### src/rtl/sram_port_arbiter_if.sv
// Client handshake and sram-side signals of the two-port sram arbiter.
// slave = arbiter side, master = clients plus the sram model.
interface sram_port_arbiter_if #(
  parameter int ADDR_W = 2,
  parameter int DATA_W = 2
) ();
  logic              req0;
  logic              req1;
  logic              we0;
  logic              we1;
  logic [ADDR_W-1:0] addr0;
  logic [ADDR_W-1:0] addr1;
  logic [DATA_W-1:0] wdata0;
  logic [DATA_W-1:0] wdata1;
  logic              gnt0;
  logic              gnt1;
  logic              done0;
  logic              done1;
  logic [DATA_W-1:0] rdata0;
  logic [DATA_W-1:0] rdata1;
  logic              ready;
  logic [ADDR_W-1:0] mem_addr;
  logic              mem_we;
  logic [DATA_W-1:0] mem_din;
  logic [DATA_W-1:0] mem_dout;

  modport slave (
    input  req0, req1, we0, we1, addr0, addr1, wdata0, wdata1, mem_dout,
    output gnt0, gnt1, done0, done1, rdata0, rdata1, ready,
           mem_addr, mem_we, mem_din
  );

  modport master (
    output req0, req1, we0, we1, addr0, addr1, wdata0, wdata1, mem_dout,
    input  gnt0, gnt1, done0, done1, rdata0, rdata1, ready,
           mem_addr, mem_we, mem_din
  );
endinterface

### src/rtl/sram_port_arbiter.sv
// Two-client round-robin sequencer for the latch-based sram: clears the array
// after reset, then runs one setup/strobe/hold write or setup/sample read at a time.
//
// state        | meaning
// INIT_SETUP   | init sweep: address/data settle for word init_cnt
// INIT_STROBE  | init sweep: write_enable pulse
// INIT_HOLD    | init sweep: address/data held after the pulse
// IDLE         | ready; arbitrate and grant one request
// W_SETUP      | client write: address/data settle
// W_STROBE     | client write: write_enable pulse
// W_HOLD       | client write: hold, done issued on exit
// R_SETUP      | client read: address settles
// R_SAMPLE     | client read: capture d_out, done issued on exit
module sram_port_arbiter #(
  parameter int               ADDR_W     = 2,
  parameter int               DATA_W     = 2,
  parameter logic [DATA_W-1:0] INIT_VALUE = '0
) (
  input  logic               clk,
  input  logic               reset,
  sram_port_arbiter_if.slave bus
);

  localparam logic [3:0] S_INIT_SETUP  = 4'd0;
  localparam logic [3:0] S_INIT_STROBE = 4'd1;
  localparam logic [3:0] S_INIT_HOLD   = 4'd2;
  localparam logic [3:0] S_IDLE        = 4'd3;
  localparam logic [3:0] S_W_SETUP     = 4'd4;
  localparam logic [3:0] S_W_STROBE    = 4'd5;
  localparam logic [3:0] S_W_HOLD      = 4'd6;
  localparam logic [3:0] S_R_SETUP     = 4'd7;
  localparam logic [3:0] S_R_SAMPLE    = 4'd8;

  localparam logic [ADDR_W-1:0] LAST_ADDR = '1;

  logic [3:0]        state;
  logic [3:0]        state_nxt;
  logic [ADDR_W-1:0] init_cnt;
  logic              rr;
  logic              cur_id;

  logic              pick_valid;
  logic              pick_id;
  logic              pick_we;
  logic [ADDR_W-1:0] pick_addr;
  logic [DATA_W-1:0] pick_wdata;

  logic [ADDR_W-1:0] mem_addr_q;
  logic [DATA_W-1:0] mem_din_q;
  logic              mem_we_q;
  logic              done0_q;
  logic              done1_q;
  logic [DATA_W-1:0] rdata0_q;
  logic [DATA_W-1:0] rdata1_q;
  logic              ready_q;

  // Grant is combinational so it lands in the IDLE cycle itself; gated by
  // reset so nothing is accepted while reset is being applied.
  always_comb begin
    pick_valid = 1'b0;
    pick_id    = 1'b0;
    if (state == S_IDLE && !reset) begin
      if (bus.req0 && bus.req1) begin
        pick_valid = 1'b1;
        pick_id    = rr;
      end else if (bus.req0) begin
        pick_valid = 1'b1;
        pick_id    = 1'b0;
      end else if (bus.req1) begin
        pick_valid = 1'b1;
        pick_id    = 1'b1;
      end
    end
  end

  always_comb begin
    pick_we    = pick_id ? bus.we1    : bus.we0;
    pick_addr  = pick_id ? bus.addr1  : bus.addr0;
    pick_wdata = pick_id ? bus.wdata1 : bus.wdata0;
  end

  always_comb begin
    state_nxt = state;
    case (state)
      S_INIT_SETUP:  state_nxt = S_INIT_STROBE;
      S_INIT_STROBE: state_nxt = S_INIT_HOLD;
      S_INIT_HOLD:   state_nxt = (init_cnt == LAST_ADDR) ? S_IDLE : S_INIT_SETUP;
      S_IDLE: begin
        if (pick_valid) state_nxt = pick_we ? S_W_SETUP : S_R_SETUP;
      end
      S_W_SETUP:     state_nxt = S_W_STROBE;
      S_W_STROBE:    state_nxt = S_W_HOLD;
      S_W_HOLD:      state_nxt = S_IDLE;
      S_R_SETUP:     state_nxt = S_R_SAMPLE;
      S_R_SAMPLE:    state_nxt = S_IDLE;
      default:       state_nxt = S_INIT_SETUP;
    endcase
  end

  always_ff @(posedge clk) begin
    if (reset) begin
      state      <= S_INIT_SETUP;
      init_cnt   <= '0;
      rr         <= 1'b0;
      cur_id     <= 1'b0;
      mem_addr_q <= '0;
      mem_din_q  <= '0;
      mem_we_q   <= 1'b0;
      done0_q    <= 1'b0;
      done1_q    <= 1'b0;
      rdata0_q   <= '0;
      rdata1_q   <= '0;
      ready_q    <= 1'b0;
    end else begin
      state    <= state_nxt;
      mem_we_q <= (state_nxt == S_INIT_STROBE) || (state_nxt == S_W_STROBE);
      done0_q  <= 1'b0;
      done1_q  <= 1'b0;
      case (state)
        S_INIT_SETUP, S_INIT_STROBE: begin
          mem_din_q <= INIT_VALUE;
        end
        S_INIT_HOLD: begin
          mem_din_q <= INIT_VALUE;
          // Counter parks on the last word; ready marks the end of the sweep.
          if (init_cnt == LAST_ADDR) begin
            ready_q <= 1'b1;
          end else begin
            init_cnt   <= init_cnt + 1'b1;
            mem_addr_q <= init_cnt + 1'b1;
          end
        end
        S_IDLE: begin
          if (pick_valid) begin
            cur_id     <= pick_id;
            rr         <= ~pick_id;
            mem_addr_q <= pick_addr;
            mem_din_q  <= pick_wdata;
          end
        end
        S_W_HOLD: begin
          done0_q <= ~cur_id;
          done1_q <= cur_id;
        end
        S_R_SAMPLE: begin
          done0_q <= ~cur_id;
          done1_q <= cur_id;
          if (cur_id) rdata1_q <= bus.mem_dout;
          else        rdata0_q <= bus.mem_dout;
        end
        default: ;
      endcase
    end
  end

  assign bus.gnt0     = pick_valid & ~pick_id;
  assign bus.gnt1     = pick_valid & pick_id;
  assign bus.done0    = done0_q;
  assign bus.done1    = done1_q;
  assign bus.rdata0   = rdata0_q;
  assign bus.rdata1   = rdata1_q;
  assign bus.ready    = ready_q;
  assign bus.mem_addr = mem_addr_q;
  assign bus.mem_we   = mem_we_q;
  assign bus.mem_din  = mem_din_q;

endmodule

### src/flat_wrapper.sv
// flat-port wrapper written by rule: the top's interface ports become plain ports
module sram_port_arbiter_flat 
#(
  parameter int               ADDR_W     = 2,
  parameter int               DATA_W     = 2,
  parameter logic [DATA_W-1:0] INIT_VALUE = '0
)
  (clk, reset, bus_req0, bus_req1, bus_we0, bus_we1, bus_addr0, bus_addr1, bus_wdata0, bus_wdata1, bus_mem_dout, bus_gnt0, bus_gnt1, bus_done0, bus_done1, bus_rdata0, bus_rdata1, bus_ready, bus_mem_addr, bus_mem_we, bus_mem_din);
  sram_port_arbiter_if #(.ADDR_W(ADDR_W), .DATA_W(DATA_W)) bus_i ();
  input  logic clk;
  input  logic reset;
  input wire logic [$bits(bus_i.req0)-1:0] bus_req0;
  input wire logic [$bits(bus_i.req1)-1:0] bus_req1;
  input wire logic [$bits(bus_i.we0)-1:0] bus_we0;
  input wire logic [$bits(bus_i.we1)-1:0] bus_we1;
  input wire logic [$bits(bus_i.addr0)-1:0] bus_addr0;
  input wire logic [$bits(bus_i.addr1)-1:0] bus_addr1;
  input wire logic [$bits(bus_i.wdata0)-1:0] bus_wdata0;
  input wire logic [$bits(bus_i.wdata1)-1:0] bus_wdata1;
  input wire logic [$bits(bus_i.mem_dout)-1:0] bus_mem_dout;
  output wire logic [$bits(bus_i.gnt0)-1:0] bus_gnt0;
  output wire logic [$bits(bus_i.gnt1)-1:0] bus_gnt1;
  output wire logic [$bits(bus_i.done0)-1:0] bus_done0;
  output wire logic [$bits(bus_i.done1)-1:0] bus_done1;
  output wire logic [$bits(bus_i.rdata0)-1:0] bus_rdata0;
  output wire logic [$bits(bus_i.rdata1)-1:0] bus_rdata1;
  output wire logic [$bits(bus_i.ready)-1:0] bus_ready;
  output wire logic [$bits(bus_i.mem_addr)-1:0] bus_mem_addr;
  output wire logic [$bits(bus_i.mem_we)-1:0] bus_mem_we;
  output wire logic [$bits(bus_i.mem_din)-1:0] bus_mem_din;
  assign bus_i.req0 = bus_req0;
  assign bus_i.req1 = bus_req1;
  assign bus_i.we0 = bus_we0;
  assign bus_i.we1 = bus_we1;
  assign bus_i.addr0 = bus_addr0;
  assign bus_i.addr1 = bus_addr1;
  assign bus_i.wdata0 = bus_wdata0;
  assign bus_i.wdata1 = bus_wdata1;
  assign bus_i.mem_dout = bus_mem_dout;
  assign bus_gnt0 = bus_i.gnt0;
  assign bus_gnt1 = bus_i.gnt1;
  assign bus_done0 = bus_i.done0;
  assign bus_done1 = bus_i.done1;
  assign bus_rdata0 = bus_i.rdata0;
  assign bus_rdata1 = bus_i.rdata1;
  assign bus_ready = bus_i.ready;
  assign bus_mem_addr = bus_i.mem_addr;
  assign bus_mem_we = bus_i.mem_we;
  assign bus_mem_din = bus_i.mem_din;
  sram_port_arbiter #(.ADDR_W(ADDR_W), .DATA_W(DATA_W), .INIT_VALUE(INIT_VALUE)) u_core (.clk(clk), .reset(reset), .bus(bus_i));
endmodule
### config.mk
export PLATFORM = sky130hd
export DESIGN_NAME = sram_port_arbiter_flat
export DESIGN_NICKNAME = d
export VERILOG_FILES = /design/src/rtl/sram_port_arbiter_if.sv /design/src/rtl/sram_port_arbiter.sv /design/src/flat_wrapper.sv
export SDC_FILE = /design/constraint.sdc
export NUM_CORES = 1
export LEC_CHECK = 0
export ABC_AREA = 1
export BUFFER_PORTS_ARGS = -buffer_cell sky130_fd_sc_hd__buf_2
export CELL_PAD_IN_SITES_DETAIL_PLACEMENT = 1
export CELL_PAD_IN_SITES_GLOBAL_PLACEMENT = 1
export CORE_ASPECT_RATIO = 1.1
export CORE_UTILIZATION = 34
export CTS_CLUSTER_DIAMETER = 150
export DETAILED_ROUTE_END_ITERATION = 16
export GPL_ROUTABILITY_DRIVEN = 0
export PLACE_DENSITY = 0.76
export SKIP_LAST_GASP = 1
export SLEW_MARGIN = 5
export SYNTH_ARGS = -nofsm -noshare
export SYNTH_HDL_FRONTEND = slang
export SYNTH_SLANG_ARGS = --single-unit
### constraint.sdc
create_clock -name clk -period 1.45 [get_ports clk]
set_input_delay 0.2175 -clock clk [delete_from_list [all_inputs] [get_ports clk]]
set_output_delay 0.2175 -clock clk [all_outputs]
set_load 0.01 [all_outputs]
==> results.yml, run 1 <==
global_route:
  use_met3: 0.0543
  antenna_found_initial: 0
  use_met2: 0.399
  overflow: 0
  grt_pass1_wl_microns: 5200
  grt_use_met1: 0.261
  grt_pass1_vias: 1134
  grt_usage: 0.230
  grt-busiest-layer: "met2"
  grt_max_degree: 13
final_layout:
  drive_gt1_frac: 0.392
  stdcell_count: 227
  finalNetCount: 212
  final_core_utilization: 0.514
  stdcell_area_sq_um: 1430
  antennaDiodeCount: 0
  fillCellCount: 355
  area_growth_syn_to_layout_pct: 42.7
  ff_latch_area_sq_um: 410
  multi_input_area_sq_um: 529
critical_path:
  crit_path_end_kind: "primary output"
  required_ns: 1.23
  crit_type: "register to primary output"
  r2r_start: "u_core.state[2]$_SDFF_PP0_"
  path_cells: "nor2_4, nand2_4, nor2_8, nand2_4, nand2_2, inv_1, buf_2"
  reg2reg_depth: 7
  start_kind: "register"
  path_max_fanout: 5
  crit_family: "simple AND/OR/NAND/NOR gates"
  cp_slowest_cell: "dfxtp_4"
  crit_arrival_ns: 1.32
  r2r-end: "u_core.state[1]$_SDFF_PP0_"
  r2r_slack_ns: 0.03
  cpPeakStageDelay_ns: 0.39
  cp_num_buf_inv: 2
  cp_common_cell: "nand2_4"
cts:
  cts_tree: "built"
  postCtsHoldBufs: 0
  cts.sinks: 20
  clockRootBuffer: "clkbuf_4"
  clk-insertion-delay-late_ns: 0.30
  cts_buffer_depth: 2
  cts_htree_levels: 1
  path_clk_slew_ns: 0.12
  numCtsBuffers: 3
routing:
  vias_per_cell: 4.89
  wl_microns: 3230
  dr.pass1.iters: 4
  num_vias: 1109
  postRouteAntennaNets: 0
  drt_first_iter_violations: 22
  post_drt_wl_per_cell_microns: 14.2
  drc: 0
placed_design:
  port_buffers: 29
  placed_cell_area_sq_um: 1200
  dp_cells: 207
  dp_hpwl_microns: 2040
sta:
  skew_ns: 0.000597
  min_period_ns: 1.54
  setup_ws_ns: -0.0904
  hold_violations: 0
  fmax_ghz: 0.649
  hold_slack_ns: 0.190
  setup_violations: 2
  rsz0062_at_grt: "true"
  maxSlewHeadroom: 0.808
  period_share: 1.06
  maxSlewViolCount: 0
  tightestPinTransition_ns: 0.286
pwr:
  total_power_uw: 1280
  power.static_leakage_uw: 0.000770
  pwr_density_cell_nw_per_um2: 895
  vdd_drop_max_mv: 0.602
synth:
  yosysTopAreaCellShare: 0.400
  ys.warnings.count: 0
  synth_cells: 144
  synthesis.nets: 161
  synth_cell_types: 24
  avgSynthCellArea_sq_um: 6.95
  synth_flop_cell: "dfxtp_1"
  async_flop_share: 0
  ys_top_cells_by_area: "dfxtp_1, nand2_1, inv_1"
  ys_seq_area_frac: 0.400
  synth_area_sq_um: 1000
  yosysTopAreaCell: "dfxtp_1"
  ys_ff_latch: 20
  synth-edff-count: 0
floorplanning:
  rows: 20
  initial_core_util: 0.360
  fp.dieW_microns: 53.7
  die_h_microns: 58.9
  die_area_sq_um: 3170
  core_area_sq_um: 2780
  pin_count: 30
hold_path:
  min_path_type: "primary input to register"
  whs_path_depth: 3
  min_to: "u_core.bus.rdata1[0]$_SDFFE_PP0P_"
  holdCritStartpoint: "bus_mem_dout[0]"
job:
  drv_cap: 0
outcome:
  violations: "negative setup slack"
  outcome: "complete, but fails checks"
## area by class of cell
cell class,count,area share
Multi-Input combinational cell,94,0.370
Sequential cell,20,0.287
Timing Repair Buffer,48,0.201
Inverter,28,0.0753
Tap cell,33,0.0289
Clock inverter,1,0.0210
Clock buffer,3,0.0158
## layer usage
layer | wire (microns) | part of all wire
met4 | 142 | 0.044
met3 | 136 | 0.042
met2 | 1670 | 0.52
met5 | 0 | 0
met1 | 1290 | 0.40
## per-stage QoR
step           TNS [ns]  setup WS (ns)
3_5_place_dp          0         0.0822
3_3_place_gp          0          0.155
4_1_cts          -0.193         -0.115
2_1_floorplan         0          0.244
5_1_grt          -0.439         -0.157
6_report         -0.134        -0.0904
## cells by family (layout without fill, tap and decap cells)
family          count (synthesis)  count (layout)  synth area share
flops                          20              20             0.400
buf+inv                        30              80             0.114
fa+ha+maj                       1               1            0.0125
simple gates                   70              70             0.340
compound gates                 23              23             0.134
## worst max-delay path by stage
| stage | slack [ns] | cells after the start | startpoint | endpoint |
|---|---|---|---|---|
| finish | -0.09 | 7 | u_core.state[2]$_SDFF_PP0_ | bus_gnt0 |
| global placement | 0.16 | 8 | u_core.state[3]$_SDFF_PP0_ | bus_gnt0 |
| detailed placement | 0.08 | 8 | u_core.state[3]$_SDFF_PP0_ | bus_gnt0 |
| CTS | -0.12 | 7 | u_core.state[3]$_SDFF_PP0_ | bus_gnt0 |
| global route | -0.16 | 7 | u_core.state[2]$_SDFF_PP0_ | bus_gnt0 |
| floorplan | 0.24 | 8 | u_core.state[3]$_SDFF_PP0_ | bus_gnt0 |
## state kept, by name, indices dropped and copies added (netlist names), 2 cells and up
| name | flops |
|---|---|
| u_core.bus.mem_addr | 2 |
| u_core.bus.mem_din | 2 |
| u_core.bus.rdata1 | 2 |
| u_core.bus.rdata0 | 2 |
| u_core.init_cnt | 2 |
| u_core.state | 4 |
## power by group
part / total, uW / internal, uW / switching (uW)
registers: 585 / 569 / 15.7
logic: 228 / 95.6 / 132
clock network: 467 / 279 / 188
## timing repair
| item | 4_1_cts | 5_1_grt |
|---|---|---|
| gates resized for setup | 12 | 7 |
| buffers inserted | 9 | 7 |
| pin swaps | 6 | 9 |
| setup endpoints to repair | 2 | 4 |
## synthesized netlist by cell type, types with 2 or more instances
master,number
a21oi_1,12
a21oi_2,2
dfxtp_1,20
inv_1,26
inv_2,2
nand2_1,31
nand2_2,2
nand3_1,8
nand3_2,2
nor2_1,16
nor2_4,2
nor3_1,5
o21ai_0,5
## worst register-to-register path: cells and delay by family, from the launching register on
family / cells / cell delay [ns]
buf+inv: 2 / 0.23
compound gates: 1 / 0.14
flops: 1 / 0.39
simple gates: 4 / 0.61
## placed cells by master, fill, tap and decap left out, types with 2 or more instances in the layout
cell type	Yosys	layout
nand2_4	1	4
clkbuf_4	0	3
a21oi_2	2	2
nor2_4	2	2
buf_2	1	29
nand2_1	31	29
a21oi_1	12	12
nor2_1	16	15
nor3_1	5	5
buf_4	0	19
dfxtp_1	20	16
o21ai_0	5	5
inv_1	26	23
dfxtp_4	0	2
dfxtp_2	0	2
nand3_2	2	2
inv_2	2	4
nand3_1	8	7
Power figures use the tool's default switching activity.
==> inputs of run 2 (changes only) <==
--- a/config.mk
+++ b/config.mk
@@ -15,6 +15,7 @@
 export DETAILED_ROUTE_END_ITERATION = 16
 export GPL_ROUTABILITY_DRIVEN = 0
 export PLACE_DENSITY = 0.76
+export REMOVE_ABC_BUFFERS = 1
 export SKIP_LAST_GASP = 1
 export SLEW_MARGIN = 5
 export SYNTH_ARGS = -nofsm -noshare
==> results.yml, run 2 (synthesis gave the netlist of run 1 again) <==
placed_design:
  dp_hpwl_microns: 2050
  port_buffers: 29
  dp_cells: 206
  place_ws_ns: 0.0305
  placed_cell_area_sq_um: 1190
pwr:
  switching_share: 0.275
  seq_power_share: 0.451
  power.static_leakage_uw: 0.000756
  pwr_density_cell_nw_per_um2: 922
  vdd_drop_max_mv: 0.711
  power_switching_uw: 356
  power_frac_comb: 0.169
  p_int_uw: 940
  clkPwrFrac: 0.379
routing:
  vias_per_cell: 4.86
  num_vias: 1089
  wl_microns: 3150
  drt_first_iter_violations: 14
  postRouteAntennaNets: 0
  dr.pass1.iters: 3
  drc: 0
  post_drt_wl_per_cell_microns: 14.0
cts:
  cts_buffer_depth: 2
  path_clk_slew_ns: 0.14
  cts_tree: "built"
  clk-insertion-delay-late_ns: 0.33
  numCtsBuffers: 3
  cts.sinks: 20
  cts_htree_levels: 1
  clockRootBuffer: "clkbuf_4"
critical_path:
  start_kind: "register"
  cp_slowest_cell: "dfxtp_2"
  crit_path_end_kind: "primary output"
  crit_type: "register to primary output"
  crit_arrival_ns: 1.32
  path_max_fanout: 3
  cpPeakStageDelay_ns: 0.37
  path_cells: "nor2_4, nand2_4, nor2_8, nand2_4, nand2_2, inv_1, buf_2"
  cp_num_buf_inv: 2
  required_ns: 1.23
  cp_common_cell: "nand2_4"
  crit_family: "simple AND/OR/NAND/NOR gates"
floorplanning:
  die_h_microns: 58.9
  initial_core_util: 0.360
  fp.dieW_microns: 53.7
  core_area_sq_um: 2780
  pin_count: 30
  rows: 20
  die_area_sq_um: 3170
outcome:
  outcome: "complete, but fails checks"
  violations: "negative setup slack"
final_layout:
  antennaDiodeCount: 0
  stdcell_count: 224
  ff_latch_area_sq_um: 412
  layout_common_cells: "nand2_1, buf_2, inv_1, buf_4"
  stdcell_area_sq_um: 1410
  final_core_utilization: 0.506
  finalNetCount: 209
  area_growth_syn_to_layout_pct: 40.4
  multi_input_area_sq_um: 527
  top_register: "u_core.state"
  largest_reg_flops: 4
  fillCellCount: 372
  drive_gt1_frac: 0.398
job:
  drv_cap: 0
sta:
  maxSlewHeadroom: 0.796
  period_share: 1.06
  setup_violations: 2
  skew_ns: 0.0111
  hold_violations: 0
  fmax_ghz: 0.650
  maxSlewViolCount: 0
  tightestPinTransition_ns: 0.303
  setup_ws_ns: -0.0881
  rsz0062_at_grt: "true"
  min_period_ns: 1.54
global_route:
  grt_max_degree: 13
  overflow: 0
  antenna_found_initial: 0
  grt_pass1_vias: 1189
  grt_pass1_wl_microns: 5380
  grt_usage: 0.241
hold_path:
  min_path_type: "primary input to register"
-- run 2: tightest hold or removal path: stages --
cell	delay (ns)
buf_2	0.11
nand3_1	0.07
a21oi_1	0.06
-- run 2: power by group through the flow --
stage | combinational [uW] | sequential [uW] | clock, uW
2_1_floorplan | 98.0 | 602 | 0
3_3_place_gp | 165 | 598 | 0
3_5_place_dp | 175 | 600 | 0
4_1_cts | 207 | 584 | 481
5_1_grt | 244 | 589 | 530
6_report | 219 | 585 | 492
-- run 2: area by class of cell --
class | count | area share
multi-input cells | 94 | 0.375
flip-flops and latches | 20 | 0.293
repair buffers | 45 | 0.189
inverters | 28 | 0.0766
well taps | 33 | 0.0294
clock inverters | 1 | 0.0214
clock buffers | 3 | 0.0160
-- run 2: final timing paths --
| path | startpoint | endpoint | slack (ns) | cells after the start |
|---|---|---|---|---|
| worst max-delay path | u_core.state[2]$_SDFF_PP0_ | bus_gnt0 | -0.09 | 7 |
| worst min register to register | u_core.bus.rdata0[1]$_SDFFE_PP0P_ | u_core.bus.rdata0[1]$_SDFFE_PP0P_ | 0.45 | 2 |
| worst max register to register | u_core.state[2]$_SDFF_PP0_ | u_core.state[1]$_SDFF_PP0_ | 0.09 | 7 |
| worst min-delay path | bus_mem_dout[0] | u_core.bus.rdata1[0]$_SDFFE_PP0P_ | 0.16 | 3 |
-- run 2: metal layers --
metal	GRT usage	part of all wire
met2	0.423	0.53
met4	0.135	0.038
met5	0	0
met1	0.268	0.41
met3	0.0336	0.018
-- run 2: per-stage QoR --
| stage | setup TNS [ns] | hold slack, ns | power [uW] |
|---|---|---|---|
| after floorplan | 0 | 0.280 | 700 |
| after global placement | 0 | 0.430 | 763 |
| after detailed placement | 0 | 0.432 | 775 |
| after CTS | -0.120 | 0.170 | 1270 |
| after global routing | -0.250 | 0.161 | 1360 |
| final | -0.112 | 0.165 | 1300 |
-- run 2: what timing repair did --
item                                    CTS  global route
setup buffers                            12             2
hold buffers                              0             0
endpoints found under the setup margin    2             5
resized for setup                        14             8
pin swaps                                 6             7
